**src/rtl/mfp_ahb_uart_tx_pkg.sv**
```systemverilog
// Shared types and constants for the AHB-Lite UART transmitter slave.
// Register offsets, slave base decode, serializer states, bus request bundle.
package mfp_ahb_uart_tx_pkg;

    // Base address of this slave in the mfp_ahb_withloader map and the
    // address bits the decoder compares to select it.
    localparam logic [31:0] UART_TX_BASE_ADDR = 32'h1f80_0040;
    localparam logic [31:0] UART_TX_BASE_MASK = 32'hffff_fff0;

    // Byte offsets within the slave.
    localparam logic [3:0] UART_TX_OFF_TXDATA  = 4'h0;
    localparam logic [3:0] UART_TX_OFF_STATUS  = 4'h4;
    localparam logic [3:0] UART_TX_OFF_BAUDDIV = 4'h8;

    // Register index as seen on HADDR[3:2].
    localparam logic [1:0] REG_TXDATA  = 2'd0;
    localparam logic [1:0] REG_STATUS  = 2'd1;
    localparam logic [1:0] REG_BAUDDIV = 2'd2;
    localparam logic [1:0] REG_RSVD    = 2'd3;

    // STATUS bit positions.
    localparam int STAT_BUSY  = 0;
    localparam int STAT_FULL  = 1;
    localparam int STAT_EMPTY = 2;
    localparam int STAT_OVF   = 3;

    localparam logic [15:0] DIV_MIN = 16'd2;

    typedef enum logic [1:0] {
        ST_IDLE,
        ST_START,
        ST_DATA,
        ST_STOP
    } tx_state_e;

    // Address-phase capture, consumed in the following data phase.
    typedef struct packed {
        logic       valid;
        logic       write;
        logic [1:0] addr;
    } bus_req_t;

    // A bit period shorter than two clocks is not supported.
    function automatic logic [15:0] clamp_div(input logic [15:0] v);
        return (v < DIV_MIN) ? DIV_MIN : v;
    endfunction

endpackage

```
**src/rtl/mfp_ahb_uart_tx_if.sv**
```systemverilog
// AHB-Lite slave-side signal bundle for the UART transmitter.
// master: decoder/bus side drives HSEL..HWDATA; slave: drives HRDATA.
interface mfp_ahb_uart_tx_if;
    logic        HSEL;
    logic [3:0]  HADDR;
    logic [1:0]  HTRANS;
    logic        HWRITE;
    logic [31:0] HWDATA;
    logic [31:0] HRDATA;

    modport master (
        output HSEL, HADDR, HTRANS, HWRITE, HWDATA,
        input  HRDATA
    );

    modport slave (
        input  HSEL, HADDR, HTRANS, HWRITE, HWDATA,
        output HRDATA
    );
endinterface

```
**src/rtl/mfp_sync_fifo.sv**
```systemverilog
// Synchronous FIFO, power-of-two depth, single clock.
// Ports: clk, rst (sync, active high), push/wdata, pop/rdata, full, empty, count.
module mfp_sync_fifo #(
    parameter int WIDTH = 8,
    parameter int DEPTH = 16
) (
    input  logic                     clk,
    input  logic                     rst,
    input  logic                     push,
    input  logic [WIDTH-1:0]         wdata,
    input  logic                     pop,
    output logic [WIDTH-1:0]         rdata,
    output logic                     full,
    output logic                     empty,
    output logic [$clog2(DEPTH):0]   count
);
    localparam int AW = $clog2(DEPTH);
    localparam int CW = AW + 1;

    logic [WIDTH-1:0] mem_q [DEPTH];
    logic [AW-1:0]    wptr_q, wptr_d;
    logic [AW-1:0]    rptr_q, rptr_d;
    logic [CW-1:0]    count_q, count_d;
    logic             push_ok, pop_ok;

    assign full  = (count_q == CW'(DEPTH));
    assign empty = (count_q == '0);
    assign count = count_q;
    assign rdata = mem_q[rptr_q];

    // A simultaneous pop frees a slot, so a push to a full FIFO still lands.
    assign pop_ok  = pop & ~empty;
    assign push_ok = push & (~full | pop_ok);

    always_comb begin
        wptr_d  = wptr_q;
        rptr_d  = rptr_q;
        if (push_ok) wptr_d = wptr_q + 1'b1;
        if (pop_ok)  rptr_d = rptr_q + 1'b1;
        count_d = count_q + CW'(push_ok) - CW'(pop_ok);
    end

    always_ff @(posedge clk) begin
        if (rst) begin
            wptr_q  <= '0;
            rptr_q  <= '0;
            count_q <= '0;
        end else begin
            wptr_q  <= wptr_d;
            rptr_q  <= rptr_d;
            count_q <= count_d;
        end
    end

    // Storage needs no reset; the pointers define what is valid.
    always_ff @(posedge clk) begin
        if (push_ok) mem_q[wptr_q] <= wdata;
    end

endmodule

```
**src/rtl/mfp_ahb_uart_tx.sv**
```systemverilog
// AHB-Lite UART transmitter: TX FIFO fed by bus writes, 8N1 serializer.
// Ports: HCLK, SI_Reset (sync, active high), ahb (slave bundle), UART_TX, TX_IRQ.
module mfp_ahb_uart_tx
    import mfp_ahb_uart_tx_pkg::*;
#(
    parameter int          FIFO_DEPTH  = 16,
    parameter logic [15:0] DIV_DEFAULT = 16'd434
) (
    input  logic             HCLK,
    input  logic             SI_Reset,
    mfp_ahb_uart_tx_if.slave ahb,
    output logic             UART_TX,
    output logic             TX_IRQ
);
    localparam int CW = $clog2(FIFO_DEPTH) + 1;

    // Bus-side state
    bus_req_t    req_q, req_d;
    logic [15:0] baud_q, baud_d;
    logic        ovf_q, ovf_d;

    // Serializer state
    tx_state_e   state_q, state_d;
    logic [15:0] cnt_q, cnt_d;
    logic [15:0] div_q, div_d;
    logic [2:0]  idx_q, idx_d;
    logic [7:0]  shift_q, shift_d;
    logic        tx_q, tx_d;

    logic          wr_en, push, pop;
    logic          full, empty, bit_end, busy;
    logic [7:0]    fifo_rdata;
    logic [CW-1:0] count;
    logic [7:0]    count8;
    logic          unused_bits;

    assign unused_bits = ^{ahb.HWDATA[31:16], ahb.HADDR[1:0]};

    mfp_sync_fifo #(
        .WIDTH (8),
        .DEPTH (FIFO_DEPTH)
    ) u_fifo (
        .clk   (HCLK),
        .rst   (SI_Reset),
        .push  (push),
        .wdata (ahb.HWDATA[7:0]),
        .pop   (pop),
        .rdata (fifo_rdata),
        .full  (full),
        .empty (empty),
        .count (count)
    );

    assign count8 = 8'(count);
    assign busy   = (state_q != ST_IDLE);

    // ---------------- bus register file ----------------

    always_comb begin
        req_d.valid = ahb.HSEL & ahb.HTRANS[1];
        req_d.write = ahb.HWRITE;
        req_d.addr  = ahb.HADDR[3:2];
    end

    assign wr_en = req_q.valid & req_q.write;
    assign push  = wr_en & (req_q.addr == REG_TXDATA);

    always_comb begin
        baud_d = baud_q;
        ovf_d  = ovf_q;
        if (wr_en && req_q.addr == REG_BAUDDIV)
            baud_d = clamp_div(ahb.HWDATA[15:0]);
        if (wr_en && req_q.addr == REG_STATUS && ahb.HWDATA[STAT_OVF])
            ovf_d = 1'b0;
        // Dropped byte: full and the serializer is not freeing a slot.
        if (push && full && !pop)
            ovf_d = 1'b1;
    end

    always_comb begin
        ahb.HRDATA = '0;
        if (req_q.valid && !req_q.write) begin
            unique case (req_q.addr)
                REG_STATUS: begin
                    ahb.HRDATA[15:8]       = count8;
                    ahb.HRDATA[STAT_OVF]   = ovf_q;
                    ahb.HRDATA[STAT_EMPTY] = empty;
                    ahb.HRDATA[STAT_FULL]  = full;
                    ahb.HRDATA[STAT_BUSY]  = busy;
                end
                REG_BAUDDIV: ahb.HRDATA[15:0] = baud_q;
                default:     ahb.HRDATA = '0;
            endcase
        end
    end

    always_ff @(posedge HCLK) begin
        if (SI_Reset) begin
            req_q  <= '0;
            baud_q <= DIV_DEFAULT;
            ovf_q  <= 1'b0;
        end else begin
            req_q  <= req_d;
            baud_q <= baud_d;
            ovf_q  <= ovf_d;
        end
    end

    // ---------------- serializer ----------------

    assign bit_end = (cnt_q == '0);

    always_comb begin
        state_d = state_q;
        cnt_d   = cnt_q;
        div_d   = div_q;
        idx_d   = idx_q;
        shift_d = shift_q;
        tx_d    = tx_q;
        pop     = 1'b0;
        unique case (state_q)
            ST_IDLE: begin
                tx_d = 1'b1;
                if (!empty) begin
                    pop     = 1'b1;
                    shift_d = fifo_rdata;
                    div_d   = baud_q;
                    cnt_d   = baud_q - 16'd1;
                    tx_d    = 1'b0;
                    state_d = ST_START;
                end
            end
            ST_START: begin
                if (bit_end) begin
                    cnt_d   = div_q - 16'd1;
                    idx_d   = 3'd0;
                    tx_d    = shift_q[0];
                    state_d = ST_DATA;
                end else begin
                    cnt_d = cnt_q - 16'd1;
                end
            end
            ST_DATA: begin
                if (bit_end) begin
                    cnt_d = div_q - 16'd1;
                    if (idx_q == 3'd7) begin
                        tx_d    = 1'b1;
                        state_d = ST_STOP;
                    end else begin
                        idx_d   = idx_q + 3'd1;
                        shift_d = shift_q >> 1;
                        tx_d    = shift_q[1];
                    end
                end else begin
                    cnt_d = cnt_q - 16'd1;
                end
            end
            ST_STOP: begin
                if (bit_end) begin
                    // Chain the next frame without an idle bit.
                    if (!empty) begin
                        pop     = 1'b1;
                        shift_d = fifo_rdata;
                        div_d   = baud_q;
                        cnt_d   = baud_q - 16'd1;
                        tx_d    = 1'b0;
                        state_d = ST_START;
                    end else begin
                        tx_d    = 1'b1;
                        state_d = ST_IDLE;
                    end
                end else begin
                    cnt_d = cnt_q - 16'd1;
                end
            end
            default: begin
                tx_d    = 1'b1;
                state_d = ST_IDLE;
            end
        endcase
    end

    always_ff @(posedge HCLK) begin
        if (SI_Reset) begin
            state_q <= ST_IDLE;
            cnt_q   <= '0;
            div_q   <= DIV_DEFAULT;
            idx_q   <= '0;
            shift_q <= '0;
            tx_q    <= 1'b1;
        end else begin
            state_q <= state_d;
            cnt_q   <= cnt_d;
            div_q   <= div_d;
            idx_q   <= idx_d;
            shift_q <= shift_d;
            tx_q    <= tx_d;
        end
    end

    assign UART_TX = tx_q;
    assign TX_IRQ  = empty & ~busy;

endmodule

```
**src/flat_wrapper.sv**
```systemverilog
// flat-port wrapper written by rule: the top's interface ports become plain ports
module mfp_ahb_uart_tx_flat import mfp_ahb_uart_tx_pkg::*;
#(
    parameter int          FIFO_DEPTH  = 16,
    parameter logic [15:0] DIV_DEFAULT = 16'd434
)
  (HCLK, SI_Reset, UART_TX, TX_IRQ, ahb_HSEL, ahb_HADDR, ahb_HTRANS, ahb_HWRITE, ahb_HWDATA, ahb_HRDATA);
  mfp_ahb_uart_tx_if ahb_i ();
  input  logic HCLK;
  input  logic SI_Reset;
  output logic UART_TX;
  output logic TX_IRQ;
  input wire logic [$bits(ahb_i.HSEL)-1:0] ahb_HSEL;
  input wire logic [$bits(ahb_i.HADDR)-1:0] ahb_HADDR;
  input wire logic [$bits(ahb_i.HTRANS)-1:0] ahb_HTRANS;
  input wire logic [$bits(ahb_i.HWRITE)-1:0] ahb_HWRITE;
  input wire logic [$bits(ahb_i.HWDATA)-1:0] ahb_HWDATA;
  output wire logic [$bits(ahb_i.HRDATA)-1:0] ahb_HRDATA;
  assign ahb_i.HSEL = ahb_HSEL;
  assign ahb_i.HADDR = ahb_HADDR;
  assign ahb_i.HTRANS = ahb_HTRANS;
  assign ahb_i.HWRITE = ahb_HWRITE;
  assign ahb_i.HWDATA = ahb_HWDATA;
  assign ahb_HRDATA = ahb_i.HRDATA;
  mfp_ahb_uart_tx #(.FIFO_DEPTH(FIFO_DEPTH), .DIV_DEFAULT(DIV_DEFAULT)) u_core (.HCLK(HCLK), .SI_Reset(SI_Reset), .ahb(ahb_i), .UART_TX(UART_TX), .TX_IRQ(TX_IRQ));
endmodule
```
**config.mk**
```make
export PLATFORM = sky130hd
export DESIGN_NAME = mfp_ahb_uart_tx_flat
export DESIGN_NICKNAME = d
export VERILOG_FILES = /design/src/rtl/mfp_ahb_uart_tx_pkg.sv /design/src/rtl/mfp_ahb_uart_tx_if.sv /design/src/rtl/mfp_sync_fifo.sv /design/src/rtl/mfp_ahb_uart_tx.sv /design/src/flat_wrapper.sv
export SDC_FILE = /design/constraint.sdc
export NUM_CORES = 1
export LEC_CHECK = 0
export BUFFER_PORTS_ARGS = -buffer_cell sky130_fd_sc_hd__buf_2
export CAP_MARGIN = 20
export CORE_AREA = 8 8 200 202
export CTS_BUF_LIST = sky130_fd_sc_hd__clkbuf_4 sky130_fd_sc_hd__clkbuf_8
export CTS_CLUSTER_SIZE = 20
export DETAILED_ROUTE_END_ITERATION = 16
export DIE_AREA = 0 0 208 210
export SETUP_SLACK_MARGIN = 0.5
export SYNTH_ARGS = -nofsm -noshare
export SYNTH_HDL_FRONTEND = slang
export SYNTH_HIERARCHICAL = 1
export SYNTH_SLANG_ARGS = --single-unit
```
**constraint.sdc**
```tcl
create_clock -name HCLK -period 3.83 [get_ports HCLK]
set_input_delay 0.766 -clock HCLK [delete_from_list [all_inputs] [get_ports HCLK]]
set_output_delay 0.766 -clock HCLK [all_outputs]
set_load 0.05 [all_outputs]
```
* After elaboration in Yosys (flattened, before gate mapping)
Memories as Yosys holds them, arrays and structs flattened. A register that Yosys moved wholly into a read port is not among the register bits. Index checks and enable logic that the tools add are counted.
Storage, ports and cells: register bits 80, bits in writable memories 128, input port bits 42, output and inout bits 34, word-level logic and storage cells 113, memories 1
Memories:
- u_core.u_fifo.mem_q | depth 16, bits a word 8, rd ports 1, clocked after memory_dff 1, wr ports 1, RTL line mfp_sync_fifo.sv:20 | logic [WIDTH-1:0] mem_q [DEPTH];
Operators by class: $add $sub $neg 8, magnitude comparators 1, eq/ne operators 13, muxes and demuxes 43, bitwise logic cells 10, reductions and logical operators 23
Operators with widths (count):
- two-way mux 16 bit | 7
- case mux 16 bit (3 select lines) | 1
- subtractor 16 x 1 -> 16 bit, second input constant | 3
- two-way mux 8 bit | 4
- case mux 16 bit (2 select lines) | 1
- case mux 8 bit (3 select lines) | 1
- logical NOT 16 bit | 1
- less-than comparator 16 x 2 -> 1 bit, second input constant | 1
- case mux 8 bit (2 select lines) | 1
- two-way mux 1 bit | 12
- two-way mux 4 bit | 3
- two-way mux 2 bit | 5
- two-way mux 3 bit | 3
- adder 4 x 1 -> 4 bit, second input constant | 2
- != test 2 x 1 -> 1 bit, second input constant | 4
- case mux 2 bit (4 select lines) | 1
- case mux 4 bit (2 select lines) | 1
- AND reduction 4 bit | 2
- nonzero test 2 bit | 4
- bitwise AND 1 bit | 6
- == test 2 bit, second input constant | 3
- logical AND 1 bit | 6
- case mux 3 bit (2 select lines) | 1
- adder 5 x 1 -> 5 bit | 1
- other kinds (18) | 24

* Logic depth before layout (Yosys ltp)
Gate-level depths: netlist (run 1).
depth after elaboration 9, depth in mapped cells 17, depth with buffers taken out 16

* By module
Netlist (run 1), hierarchy kept.
Modules (own cells, without submodules):
- mfp_sync_fifo | times used 1, cells each 309, area an instance 5819.3 um2, seq. area each 4184.0 um2
- mfp_ahb_uart_tx | times used 1, cells each 539, area an instance 4325.4 um2, seq. area each 1341.3 um2

* Worst setup path after synthesis (run 1)
OpenSTA, ideal clock, no wires.
kind reg2reg, from reg u_core.cnt_q[0], to reg u_core.u_fifo.count_q[4], in the netlist u_core/u_fifo/count[4], setup time 0.070 ns, data arrival time 3.933 ns, data required time 3.760 ns, setup slack -0.172 ns, stages on the path, launching flop included 18, path buffers 2, clock period less this slack 4.002 ns, path through dfxtp_1 > inv_1 > ha_1 > or3b_2 > buf_2 > nor4_1 > a31oi_1 > nor2_1 > o21ai_1 > buf_4 > ha_1 > inv_1 > ha_1 > fa_1 > a21oi_1 > nor2_1 > or3_1 > a21oi_1
On the way: cells in the longest elaborated chain, start to end 8
Ends and longest elaborated chain:
- start: declaration | RTL line mfp_ahb_uart_tx.sv:24 | logic [15:0] cnt_q, cnt_d;
- start signal: assignment | RTL line mfp_ahb_uart_tx.sv:193 | cnt_q <= cnt_d;
- logical NOT 16 bit * | RTL line mfp_ahb_uart_tx.sv:111 | assign bit_end = (cnt_q == '0);
- two-way mux 1 bit * | RTL line mfp_ahb_uart_tx.sv:159 | if (bit_end) begin
- case mux 1 bit (2 select lines) * | RTL line mfp_ahb_uart_tx.sv:121 | unique case (state_q)
- net u_core.pop | RTL line mfp_ahb_uart_tx.sv:30 | logic wr_en, push, pop;
- bitwise AND 1 bit * | RTL line mfp_sync_fifo.sv:32 | assign pop_ok = pop & ~empty;
- OR 1 bit | RTL line mfp_sync_fifo.sv:33 | assign push_ok = push & (~full | pop_ok);
- bitwise AND 1 bit | RTL line mfp_sync_fifo.sv:33
- adder 5 x 1 -> 5 bit | RTL line mfp_sync_fifo.sv:40 | count_d = count_q + CW'(push_ok) - CW'(pop_ok);
- subtractor 5 x 1 -> 5 bit * | RTL line mfp_sync_fifo.sv:40
- end signal: assignment | RTL line mfp_sync_fifo.sv:51 | count_q <= count_d;
- end: declaration | RTL line mfp_sync_fifo.sv:23 | logic [CW-1:0] count_q, count_d;
Mark *: on every way through the listed nets, which the timed path passes. The rest lies on a longest branch. A chain may end at the register's enable or synchronous reset.

* Worst setup path in the final report (run 1)
from reg u_core.cnt_q[1], to reg u_core.u_fifo.count_q[4], in the netlist u_core/u_fifo/count[4]
Same word-level chain as after synthesis.

==> results of run 1 <==
sequential cells by signal, summed over array words and instances (netlist names), named ones only:
register	cells
u_core/baud_q	16
u_core/u_fifo/wptr_q	4
u_core/state_q	2
u_core/req_q	4
u_core/u_fifo/mem_q	128
u_core/u_fifo/rptr_q	4
u_core/cnt_q	16
u_core/u_fifo/count	5
u_core/ovf_q	1
u_core/idx_q	3
u_core/div_q	16
u_core/UART_TX	1
u_core/shift_q	8
metal layers:
metal,track usage,share of wire,vias up
met5,0,0,-
met4,0.03402,0.019,0
met3,0.02302,0.061,40
met2,0.1901,0.49,201
met1,0.1406,0.43,3378
li1,-,-,3300
metrics by stage:
| step | setup WS [ns] | total power [mW] |
|---|---|---|
| finish | 0.5463 | 7.776 |
| global route | 0.3983 | 8.199 |
| CTS | 0.5288 | 7.746 |
| detailed placement | 0.4094 | 5.293 |
| global placement | 0.3981 | 5.260 |
| floorplan | 0.4249 | 4.707 |
final cells by class:
class,count,area share
repair buffers,68,0.03687
flip-flops and latches,212,0.4683
inverters,28,0.008899
clock buffers,54,0.05763
multi-input cells,555,0.3627
well taps,474,0.05022
clock inverters,16,0.01536
timing repair:
action | 4_1_cts | 5_1_grt
hold buffers | 0 | 0
setup endpoints to repair | 3 | 2
pin swaps | 2 | 5
setup buffers | 1 | 4
resized for setup | 9 | 5
worst paths after layout:
path / from / endpoint / slack [ns] / cells past startpoint
max: u_core/cnt_q[1] / u_core/u_fifo/count[4] / 0.55 / 15
min reg2reg: u_core/shift_q[7] / u_core/shift_q[7] / 0.48 / 2
min: ahb_HADDR[2] / u_core/req_q[0] / 0.45 / 2
max reg2reg: u_core/cnt_q[1] / u_core/u_fifo/count[4] / 0.55 / 15
cells in the final DEF (no fill, tap or decap), types with 5 or more instances in the layout:
| cell type | n |
|---|---|
| or4_1 | 8 |
| xor2_1 | 18 |
| dfxtp_1 | 80 |
| or2_2 | 5 |
| or3_1 | 10 |
| buf_2 | 38 |
| mux4_1 | 14 |
| ha_1 | 20 |
| nor3_1 | 35 |
| clkinv_2 | 5 |
| o211ai_1 | 11 |
| nand3_1 | 38 |
| mux4_2 | 18 |
| nor4_1 | 11 |
| and2_1 | 12 |
| nand2_1 | 59 |
| nor2b_1 | 14 |
| edfxtp_1 | 128 |
| a221oi_2 | 7 |
| nor2_1 | 44 |
| xnor2_1 | 23 |
| a22oi_1 | 26 |
| nand2b_1 | 10 |
| a21oi_1 | 34 |
| inv_1 | 24 |
| o21ai_0 | 32 |
| clkbuf_4 | 10 |
| conb_1 | 16 |
| and3_1 | 8 |
| o221ai_1 | 10 |
| clkbuf_8 | 44 |
| o31ai_1 | 7 |
| buf_4 | 28 |
power breakdown:
part           leakage [nW]  internal (mW)  switching, mW
logic                  1.78           1.09           1.57
clock network         0.445           1.37          0.986
registers              1.84           2.58          0.178
logic make-up after synthesis:
kind of cell             after synthesis  synth area share
AND/OR/NAND/NOR                      277            0.1416
XOR/XNOR                              41           0.03540
adder cells (fa/ha/maj)               24           0.03034
AO/OA/AOI/OAI                        161            0.1188
multiplexers                          36           0.08017
other                                  1         0.0003697
flip-flops                           212            0.5446
buffers and inverters                 96           0.04872
==> results.json, run 1 <==
{
  "status": "finished clean",
  "finish.utilization": 0.3196,
  "path_max_fanout": 6,
  "drtIter0Drc": 520,
  "postLayoutCellArea_mm2": 0.01181,
  "slew_violations": 0,
  "grt_max_degree": 35,
  "mappedNetlistArea_mm2": 0.01014,
  "area_growth_pct": 16.42,
  "synthTopCellsByArea": "edfxtp_1, dfxtp_1, mux4_2",
  "grt_pass1_wl_um": 39180,
  "row_count": 71,
  "synth_top_cell_area_share": 0.3789,
  "layout-drive-gt1-share": 0.2154,
  "core_mm2": 0.03696,
  "cp_top_family": "simple AND/OR/NAND/NOR gates",
  "drv_cap": 0,
  "ys_ff_latch": 212,
  "cp-end-kind": "flop",
  "hold_viol_final": 0,
  "multi_input_area_mm2": 0.004284,
  "critPathSlowestCell": "or3b_4",
  "yosys.area.top_type": "edfxtp_1",
  "num_vias": 6919,
  "min_period_ns": 3.284,
  "synth_cell_types": 70,
  "fillers": 3687,
  "dp.cells": 1332,
  "finalWirelength_um": 24840,
  "postSynthCellCount": 848,
  "holdWs_ns": 0.4497,
  "drtPass1Iterations": 5,
  "overflow": 0,
  "die_h_um": 210,
  "drtAntennaViolNets": 0,
  "diodes": 0,
  "grt_pass1_vias": 6998,
  "clkTransAtPathRegs_ns": 0.07,
  "max_freq_ghz": 0.3045,
  "die_area_mm2": 0.04368,
  "p_leak_nw": 4.059,
  "crit_type": "reg -> reg",
  "required_ns": 4.30,
  "worstSkewPairLatency_ns": 0.54,
  "slew_headroom": 0.3526,
  "nets": 969,
  "fin_skew_ns": 0.02292,
  "worstPathCellList": "inv_2, ha_4, or3b_4, nor4_4, a31oi_4, nor2_4, o21ai_4, ha_4, inv_1, ha_2, fa_2, a21oi_2, nor2_1, or3_1, a21oi_2",
  "yosys_warnings": 6,
  "placed_cell_area_mm2": 0.01085,
  "slowest_delay_ns": 0.43,
  "cts_buffer_depth": 3,
  "finalCritPeriodShare": 0.8574,
  "dp_hpwl_um": 16860,
  "via_per_inst": 4.918,
  "synth_flop_cell": "edfxtp_1",
  "synth_seq_area_share": 0.5446,
  "worst_pin_slew_ns": 0.9637,
  "numCtsBuffers": 38,
  "drc_errors": 0,
  "antenna_found_initial": 0,
  "start_kind": "flop",
  "die_w_um": 208,
  "cts_root_buffer": "clkbuf_8",
  "place_congestion": 0.7772,
  "worstPathArrival_ns": 3.76,
  "cts_sinks": 212,
  "yosys-top-cells-count": "edfxtp_1, dfxtp_1, nand2_1",
  "peakVddDrop_mv": 0.3304,
  "regArea_mm2": 0.005530,
  "port_buffers": 40,
  "io_pins": 76,
  "fin_tns_setup_ns": 0,
  "async_reset_ff_frac": 0,
  "synth.most_common_cell": "edfxtp_1",
  "cp_num_buf_inv": 2,
  "cts_tree": "done",
  "finalNonFillerCells": 1407,
  "wl_per_cell_um": 17.65,
  "power_density_mw_per_mm2": 658.4,
  "syn_avg_cell_area_um2": 11.96,
  "synth-edff-count": 128,
  "grt_usage": 0.1113,
  "hold_class": "in -> reg",
  "start_util": 0.2745,
  "setup_viol": 0,
  "rsz0062_at_grt": "true",
  "htreeDepth": 2
}
Note: power is estimated with default switching activity, not from simulation.
==> run 2, diff against run 1 <==
Settings changed: CELL_PAD_IN_SITES_DETAIL_PLACEMENT from default to 1, CELL_PAD_IN_SITES_GLOBAL_PLACEMENT from default to 1, PLACE_DENSITY_LB_ADDON from default to 0.1.
==> run 2 against run 1 <==
Effect of this change:
- maximum frequency rose by 0.83%
- sequential power barely moved
- worst setup slack improved by 0.027 ns
- die area did not move
- critical endpoint is now TX_IRQ
- largest power group is now combinational logic
==> results.json, run 2 (synthesized netlist as in run 1, its figures left out) <==
{
  "status": "finished clean",
  "wl_per_cell_um": 21.08,
  "area_growth_pct": 17.34,
  "hold_viol_final": 0,
  "clockPowerShare": 0.290,
  "drc_errors": 0,
  "path_max_fanout": 15,
  "row_count": 71,
  "p_comb_frac": 0.355,
  "p_int_mw": 5.048,
  "worstPathArrival_ns": 2.49,
  "mostFrequentLayoutCells": "edfxtp_1, dfxtp_1, nand2_1",
  "top_layer": "met4",
  "antenna_found_initial": 0,
  "cts_sinks": 212,
  "min_period_ns": 3.257,
  "grt_usage": 0.1360,
  "finalWirelength_um": 30040,
  "wl_met1_um": 14440,
  "numCtsBuffers": 41,
  "clkTransAtPathRegs_ns": 0.05,
  "r2r_slack_ns": 0.59,
  "reg2reg_from": "u_core/cnt_q[10]",
  "route.met3.wl_um": 1041,
  "layout-drive-gt1-share": 0.2261,
  "regArea_mm2": 0.005534,
  "nets": 985,
  "hold_end": "u_core/req_q[2]",
  "cts_buffer_depth": 3,
  "die_area_mm2": 0.04368,
  "worstPathCellList": "inv_1, ha_1, or4b_4, clkinvlp_4, buf_12, clkinv_1, nor2_1, buf_4, buf_6",
  "grt_pass1_vias": 7409,
  "start_util": 0.2745,
  "drtIter0Drc": 382,
  "via_per_inst": 4.879,
  "top_register": "u_core/u_fifo/mem_q",
  "reg2reg_depth": 13,
  "dp_slack_ns": 0.3741,
  "power_frac_seq": 0.354,
  "die_h_um": 210,
  "hold_class": "in -> reg",
  "grt_pass1_wl_um": 46320,
  "io_pins": 76,
  "slowest_delay_ns": 0.53,
  "max_freq_ghz": 0.3071,
  "setup_ws_ns": 0.5733,
  "power_density_mw_per_mm2": 661.1,
  "worstSkewPairLatency_ns": 0.57,
  "p_sw_mw": 2.822,
  "htreeDepth": 2,
  "num_vias": 6953,
  "cts_tree": "done",
  "hold-path-cell-count": 2,
  "drtPass1Iterations": 4,
  "hp-start": "ahb_HWRITE",
  "dp_hpwl_um": 20100,
  "cts_root_buffer": "clkbuf_8",
  "drv_cap": 0,
  "fillers": 4071,
  "cp-end-kind": "output pin",
  "route.met2.wl_um": 14060,
  "overflow": 0,
  "fin_skew_ns": 0.03170,
  "finalCritPeriodShare": 0.8503,
  "worstReg2RegEnd": "u_core/u_fifo/count[4]",
  "peakVddDrop_mv": 0.4023,
  "drtAntennaViolNets": 0,
  "die_w_um": 208,
  "cp_top_family": "buffers and inverters",
  "multi_input_area_mm2": 0.004289,
  "slew_violations": 0,
  "switching_share": 0.3586,
  "required_ns": 3.06,
  "rsz0062_at_grt": "true",
  "p_leak_nw": 4.123,
  "largest_reg_flops": 128,
  "setup_viol": 0,
  "mostFrequentLayoutCell": "edfxtp_1",
  "worst_pin_slew_ns": 0.9378,
  "port_buffers": 40,
  "fin_tns_setup_ns": 0,
  "start_kind": "flop",
  "grt_max_degree": 40,
  "place_congestion": 0.7238,
  "core_mm2": 0.03696,
  "diodes": 0,
  "cp_num_buf_inv": 6,
  "slew_headroom": 0.3748,
  "crit_type": "reg -> out",
  "critPathSlowestCell": "or4b_4"
}
## run 2: cell count changes in the layout (fill, tap and decap cells not counted), sizes merged
cell and delta:
clkinv +1, clkinvlp -2, bufbuf +1, clkbuf +8, bufinv -2, buf +11, inv +1
## run 2: stage by stage
stage | std cells | power, mW | util | hold slack, ns | instance area [um2]
4_1_cts | 1420 | 7.945 | 0.3203 | 0.3947 | 11840
2_1_floorplan | 863 | 4.707 | - | 0.4440 | 10270
3_5_place_dp | 1341 | 5.416 | 0.2952 | 0.4760 | 10910
6_report | 1425 | 7.870 | 0.3221 | 0.4301 | 11900
5_1_grt | 1425 | 8.391 | 0.3221 | 0.4085 | 11900
3_3_place_gp | 1341 | 5.412 | 0.2952 | 0.4742 | 10910
## run 2: what timing repair did
item	in CTS	in global routing
resized for setup	10	9
setup buffers	3	5
endpoints found under the setup margin	3	3
hold buffers	0	0
cloned	1	0
pin swaps	4	1
endpoints found under the hold margin	0	0
## run 2: final cells by class
class | count | area share
flip-flops and latches | 212 | 0.4649
multi-input cells | 555 | 0.3603
clock buffers | 61 | 0.06054
well taps | 474 | 0.04982
repair buffers | 81 | 0.04656
inverters | 28 | 0.009144
clock inverters | 14 | 0.008724
## run 2: per-layer routing
layer | vias up | global-route usage
li1 | 3334 | -
met1 | 3495 | 0.1835
met2 | 84 | 0.2249
met3 | 40 | 0.02302
met4 | 0 | 0.03500
met5 | - | 0
## run 2: worst max-delay path by stage
stage,start,to,slack (ns),depth (start not counted)
5_1_grt,u_core/u_fifo/count[2],TX_IRQ,0.41,9
4_1_cts,u_core/cnt_q[10],u_core/u_fifo/count[4],0.53,13
2_1_floorplan,u_core/cnt_q[1],u_core/u_fifo/count[4],0.42,17
6_report,u_core/u_fifo/count[2],TX_IRQ,0.57,9
3_3_place_gp,u_core/cnt_q[1],u_core/u_fifo/count[4],0.39,15
3_5_place_dp,u_core/cnt_q[0],u_core/u_fifo/count[4],0.37,15
## run 2: power groups by stage
| stage | Sequential (mW) | Clock (mW) | Combinational (mW) |
|---|---|---|---|
| floorplan | 2.76 | 0 | 1.95 |
| global placement | 2.83 | 0 | 2.58 |
| detailed placement | 2.83 | 0 | 2.58 |
| CTS | 2.79 | 2.38 | 2.78 |
| global route | 2.82 | 2.47 | 3.10 |
| finish | 2.79 | 2.29 | 2.80 |
